## src/rtl/vga_fb_arbiter.sv

```systemverilog
// Single-port framebuffer arbiter: keeps a display prefetch FIFO ahead of the raster
// and gives every spare RAM cycle to a valid/ready pixel writer.
module vga_fb_arbiter #(
  parameter int H_VISIBLE  = 640,
  parameter int V_VISIBLE  = 480,
  parameter int ADDR_W     = 19,
  parameter int FIFO_DEPTH = 8,
  parameter int LOW_WATER  = 4
) (
  input  logic              clk,
  input  logic              reset,
  input  logic [10:0]       hcount,
  input  logic [9:0]        vcount,
  input  logic              display_on,
  input  logic              wr_valid,
  output logic              wr_ready,
  input  logic [ADDR_W-1:0] wr_addr,
  input  logic [5:0]        wr_data,
  output logic              mem_en,
  output logic              mem_we,
  output logic [ADDR_W-1:0] mem_addr,
  output logic [5:0]        mem_wdata,
  input  logic [5:0]        mem_rdata,
  output logic [5:0]        pix_out,
  output logic              underrun
);
  localparam int PTR_W = $clog2(FIFO_DEPTH);
  localparam int CNT_W = PTR_W + 1;
  localparam int LVL_W = CNT_W + 1;
  localparam logic [ADDR_W-1:0] NPIX      = ADDR_W'(H_VISIBLE * V_VISIBLE);
  localparam logic [LVL_W-1:0]  LVL_LOW   = LVL_W'(LOW_WATER);
  localparam logic [LVL_W-1:0]  LVL_FULL  = LVL_W'(FIFO_DEPTH);
  localparam logic [9:0]        V_RESTART = 10'(V_VISIBLE);

  logic [5:0]        fifo_mem_q [FIFO_DEPTH];
  logic [PTR_W-1:0]  rd_ptr_q, rd_ptr_d, wr_ptr_q, wr_ptr_d;
  logic [CNT_W-1:0]  cnt_q, cnt_d;
  logic [ADDR_W-1:0] fetch_addr_q, fetch_addr_d;
  logic [1:0]        rd_pend_q, rd_pend_d;
  logic              mem_en_q, mem_en_d, mem_we_q, mem_we_d;
  logic [ADDR_W-1:0] mem_addr_q, mem_addr_d;
  logic [5:0]        mem_wdata_q, mem_wdata_d;
  logic [5:0]        pix_q, pix_d;
  logic              underrun_q, underrun_d;

  logic              restart, fetch_ok, below_low, grant_fetch, grant_wr, wr_in_range;
  logic              push, pop;
  logic [LVL_W-1:0]  level;

  // level counts FIFO entries plus reads on the RAM bus (rd_pend_q[0]) and returning (rd_pend_q[1])
  always_comb begin
    restart     = (hcount == 11'd0) && (vcount == V_RESTART);
    level       = LVL_W'(cnt_q) + LVL_W'(rd_pend_q[0]) + LVL_W'(rd_pend_q[1]);
    fetch_ok    = (fetch_addr_q < NPIX) && !restart;
    below_low   = (level + LVL_W'(1)) <= LVL_LOW;
    wr_in_range = wr_addr < NPIX;
    grant_fetch = 1'b0;
    grant_wr    = 1'b0;
    if (fetch_ok && below_low) begin
      grant_fetch = 1'b1;
    end else if (wr_valid) begin
      grant_wr = 1'b1;
    end else if (fetch_ok && (level < LVL_FULL)) begin
      grant_fetch = 1'b1;
    end
    wr_ready = grant_wr && !reset;
  end

  always_comb begin
    push       = rd_pend_q[1] && !restart;
    pop        = display_on && (cnt_q != '0);
    pix_d      = 6'd0;
    underrun_d = underrun_q;
    if (display_on) begin
      if (cnt_q != '0) begin
        pix_d = fifo_mem_q[rd_ptr_q];
      end else begin
        underrun_d = 1'b1;
      end
    end

    rd_ptr_d     = rd_ptr_q + PTR_W'(pop);
    wr_ptr_d     = wr_ptr_q + PTR_W'(push);
    cnt_d        = cnt_q + CNT_W'(push) - CNT_W'(pop);
    rd_pend_d    = {rd_pend_q[0], grant_fetch};
    fetch_addr_d = grant_fetch ? fetch_addr_q + ADDR_W'(1) : fetch_addr_q;
    // Frame restart drops queued and returning pixels; a write granted now still goes out.
    if (restart) begin
      rd_ptr_d     = '0;
      wr_ptr_d     = '0;
      cnt_d        = '0;
      rd_pend_d    = 2'b00;
      fetch_addr_d = '0;
    end

    mem_we_d    = grant_wr && wr_in_range;
    mem_en_d    = grant_fetch || mem_we_d;
    mem_addr_d  = mem_addr_q;
    mem_wdata_d = mem_wdata_q;
    if (grant_fetch) begin
      mem_addr_d = fetch_addr_q;
    end else if (mem_we_d) begin
      mem_addr_d  = wr_addr;
      mem_wdata_d = wr_data;
    end
  end

  always_ff @(posedge clk) begin
    if (reset) begin
      rd_ptr_q     <= '0;
      wr_ptr_q     <= '0;
      cnt_q        <= '0;
      rd_pend_q    <= 2'b00;
      fetch_addr_q <= '0;
      mem_en_q     <= 1'b0;
      mem_we_q     <= 1'b0;
      mem_addr_q   <= '0;
      mem_wdata_q  <= 6'd0;
      pix_q        <= 6'd0;
      underrun_q   <= 1'b0;
    end else begin
      rd_ptr_q     <= rd_ptr_d;
      wr_ptr_q     <= wr_ptr_d;
      cnt_q        <= cnt_d;
      rd_pend_q    <= rd_pend_d;
      fetch_addr_q <= fetch_addr_d;
      mem_en_q     <= mem_en_d;
      mem_we_q     <= mem_we_d;
      mem_addr_q   <= mem_addr_d;
      mem_wdata_q  <= mem_wdata_d;
      pix_q        <= pix_d;
      underrun_q   <= underrun_d;
    end
  end

  always_ff @(posedge clk) begin
    if (push && !reset) begin
      fifo_mem_q[wr_ptr_q] <= mem_rdata;
    end
  end

  assign mem_en    = mem_en_q;
  assign mem_we    = mem_we_q;
  assign mem_addr  = mem_addr_q;
  assign mem_wdata = mem_wdata_q;
  assign pix_out   = pix_q;
  assign underrun  = underrun_q;

endmodule

```

## config.mk

```make
export PLATFORM = sky130hd
export DESIGN_NAME = vga_fb_arbiter
export DESIGN_NICKNAME = d
export VERILOG_FILES = /design/src/rtl/vga_fb_arbiter.sv
export SDC_FILE = /design/constraint.sdc
export NUM_CORES = 1
export LEC_CHECK = 0
export CAP_MARGIN = 40
export CORE_MARGIN = 10
export CORE_UTILIZATION = 60
export DETAILED_ROUTE_END_ITERATION = 8
export DONT_BUFFER_PORTS = 1
export GPL_ROUTABILITY_DRIVEN = 1
export PLACE_DENSITY = 0.85
export SLEW_MARGIN = 15
export SYNTH_ARGS = -nofsm -noshare
export SYNTH_HDL_FRONTEND = slang
export SYNTH_SLANG_ARGS = --single-unit
```

## constraint.sdc

```tcl
create_clock -name clk -period 4 [get_ports clk]
set_clock_uncertainty 0.1 [all_clocks]
set_input_delay 0.8 -clock clk [delete_from_list [all_inputs] [get_ports clk]]
set_output_delay 0.8 -clock clk [all_outputs]
set_load 0.02 [all_outputs]
```

==> key figures, run 1 <==
Routing
  – Vias: roughly 3,600
  – Wire length per cell: 22.12 um
  – Avg Vias per Cell: approximately 6.6
  – DRT Wirelength: 12.05 mm
  – DRT Pass-1 Iters: 5
  – Initial DRC Count: 375
  – DRC Markers: 0
  – Post-DRT Antenna Nets: 0

Synth
  – Top-area cell type share of the netlist area: 29.02%
  – FF+latch count, synth: 113
  – Distinct cells, synth: 51
  – Primary FF master, synth: dfxtp_1
  – Synth warn: 0
  – Gate count after technology mapping: between 400 and 500
  – Synth async-reset ratio: 0%
  – Largest area contributor in the netlist: edfxtp_1
  – Top cells by area, synth: edfxtp_1, dfxtp_1, mux4_2
  – Mapped Area: between 0.004 and 0.005 mm2
  – Mapped Nets: just under 500
  – Part of the Yosys area used for sequential elements: a little under three fifths
  – Syn Area/Cell: between 10 and 15 um2
  – Post-synth EDFFs: 48

Placed design
  – Pre-CTS WS: approximately 0.63 ns
  – GPL Wtd Cong: between 0.7 and 0.8
  – Placement Cell Area: about 0.0050 mm2
  – PortBufs: 0
  – Hpwl dp: just under 8 mm

Final layout
  – Layout cells sized above 1: about 14%
  – Final instance area: ~0.0057 mm2
  – Diodes inserted: 0
  – Synth-to-layout area growth: 14.49%
  – Nets@finish: roughly 500

Setup path
  – Worst R2R Path Depth: 10
  – Crit. End Element: output pin
  – Startpoint types: flop
  – WS Path Type: reg2out
  – Crit Path Max Fanout: 5
  – CP max stage delay: around 0.44 ns
  – Slowest cell on crit path: fa_1
  – Crit-path most repeated cell: inv_1
  – CP Cell Sequence: inv_1, fa_1, inv_1, ha_1, nand2_1, nor4b_1, mux2i_1, a2bb2oi_2, nor2_1
  – Data required time of the critical path: between 3 and 4 ns
  – Worst EP arrival: 2.70 ns

Timing
  – Final hold vios: 0
  – RSZ-0062 raised after global routing: false
  – Setup TNS: 0 ns
  – Final worst-path cycle share: between 80 and 90%
  – Final-report max-slew violation count: 0
  – Count of final setup violators: 0
  – Fmax: around 280 MHz
  – Crit path time final: 3.599 ns
  – Slew margin rel.: between 40 and 50%
  – Slew at the pin closest to its max-slew limit: slightly above 0.8 ns
  – PnR worst setup slack: around 0.40 ns

Hold path
  – Hold path cells: 1
  – Worst hold path class: in2reg

Floorplanning
  – Die Area: between 0.01 and 0.015 mm2
  – Initial Util: around three fifths
  – Core Region: 0.008134 mm2
  – Die X: 111.0 um
  – Io pins: a little over 90
  – Site Rows: 33
  – Die height: 111.0 um

Global routing
  – First-pass GRT wire length: between 15 and 20 mm
  – Initial antenna violation count: 0
  – Total global-route track usage: about a fifth
  – Largest net degree at the start of global routing: 34
  – Vias in the first global route: approximately 3,600
  – Total grt overflow: 0

Clock tree
  – Post-CTS Setup Inserts: 0
  – Clock Path Buffers: 2
  – Num CTS Buffers: 17
  – Worst-path clk slew: ~0.050 ns
  – TritonCTS Sinks: ~110
  – CTS Hold Buffers Added: 0
  – H-tree depth: 4
  – Worst-Skew Late Latency: about 0.5 ns
  – CTS tree: done
  – CTS root buf: clkbuf_8
  – CTS resizes: 0

Pwr
  – Leak: roughly 0.0019 uW
  – Max IR drop VDD: approximately 0.00041 V
  – Pwr per Cell Area: between 600 and 700 mW/mm2

Outcome
  – Status: complete, no violations

Flow run
  – Max cap viols: 0
==> stage by stage <==
step	util [%]	hold slack [ns]	cells	power [uW]
4_1_cts	69.53	0.2513	543	3780
3_5_place_dp	61.74	0.3769	511	2181
3_3_place_gp	61.74	0.3732	511	2140
5_1_grt	69.90	0.2495	545	3942
2_1_floorplan	-	0.3476	421	2078
6_report	69.90	0.2679	545	3785
==> state kept, by name (all words and copies together), names as in the netlist <==
| signal | count |
|---|---|
| fifo_mem_q | 48 |
| fetch_addr_q | 19 |
| mem_addr | 19 |
| mem_wdata | 6 |
| pix_out | 6 |
| cnt_q | 4 |
| rd_ptr_q | 3 |
| wr_ptr_q | 3 |
| rd_pend_q | 2 |
| mem_en | 1 |
| mem_we | 1 |
| underrun | 1 |
==> Yosys cell counts, types with 3 or more instances <==
library cell / n
mux4_2: 12
nor4b_1: 3
or4_1: 4
o211ai_1: 18
a21oi_1: 42
buf_2: 6
a32oi_1: 17
xor2_1: 3
inv_1: 14
ha_1: 13
buf_1: 3
nand2_1: 19
nand2b_1: 4
or3_1: 10
edfxtp_1: 48
dfxtp_1: 65
clkbuf_1: 9
xnor2_1: 5
buf_6: 6
o21ai_0: 17
mux2i_1: 8
and2_1: 6
nand3_1: 15
and3_1: 5
nor2_1: 27
nand4_1: 7
==> path summary, 6_finish.rpt <==
path                                                      to                    start  slack, ns
worst max register to register  fetch_addr_q[3]$_SDFFE_PP0P_      cnt_q[0]$_SDFF_PP0_       0.80
worst min-delay path                   underrun$_SDFFE_PP0P_                    reset       0.27
worst min register to register       rd_pend_q[1]$_SDFF_PP0_  rd_pend_q[0]$_SDFF_PP0_       0.38
worst max-delay path                                wr_ready      cnt_q[0]$_SDFF_PP0_       0.40
==> logic make-up (layout without fill, tap and decap cells) <==
| group | after synthesis | count (layout) | synth area share [%] |
|---|---|---|---|
| fa+ha+maj | 15 | 15 | 4.082 |
| flops | 113 | 113 | 55.23 |
| simple gates | 116 | 116 | 13.18 |
| compound gates | 109 | 109 | 14.74 |
| mux | 21 | 21 | 7.281 |
| buf+inv | 39 | 58 | 4.082 |
| xor+xnor | 8 | 8 | 1.411 |
==> layout make-up <==
cell class / instances / area (um2)
timing repair buffer: 12 / 105.1
inverter: 14 / 52.55
sequential: 113 / 2743
multi-input combinational: 269 / 2021
tap: 105 / 131.4
clock inverter: 14 / 215.2
fill: 526 / 2449
clock buffer: 18 / 417.9
==> report_power, final <==
part	switching, uW	leakage (uW)	internal, uW	total (uW)
Combinational	419	0.000682	300	719
Sequential	162	0.000961	1310	1470
Clock	525	0.000306	1070	1600
==> placed cells by master, fill, tap and decap left out, types with 8 or more instances in the layout <==
master,netlist,routed
a21oi_1,42,42
a32oi_1,17,17
buf_4,1,10
clkbuf_16,0,16
dfxtp_1,65,65
edfxtp_1,48,48
ha_1,13,13
inv_1,14,14
mux2i_1,8,8
mux4_2,12,12
nand2_1,19,19
nand3_1,15,15
nor2_1,27,27
o211ai_1,18,18
o21ai_0,17,17
or3_1,10,10
==> critical path: cells and delay by family (launching register included) <==
family | cells | cell delay [ns]
simple gates | 3 | 0.57
buf+inv | 2 | 0.14
mux | 1 | 0.24
flops | 1 | 0.33
compound gates | 1 | 0.25
fa+ha+maj | 2 | 0.66
==> layer usage <==
metal,vias to the layer above,track usage (%),share of wire (%)
li1,1626,-,-
met1,1799,20.13,37
met2,145,35.02,55
met3,26,6.981,6.7
met4,0,6.858,2.0
met5,-,0,0
Note: power is estimated with default switching activity, not from simulation.
==> inputs of run 2 (changes only) <==
Settings changed: GPL_ROUTABILITY_DRIVEN 1 to 0.
==> results of run 2 <==
Final layout, timing and power as in run 1 (identical DEF).
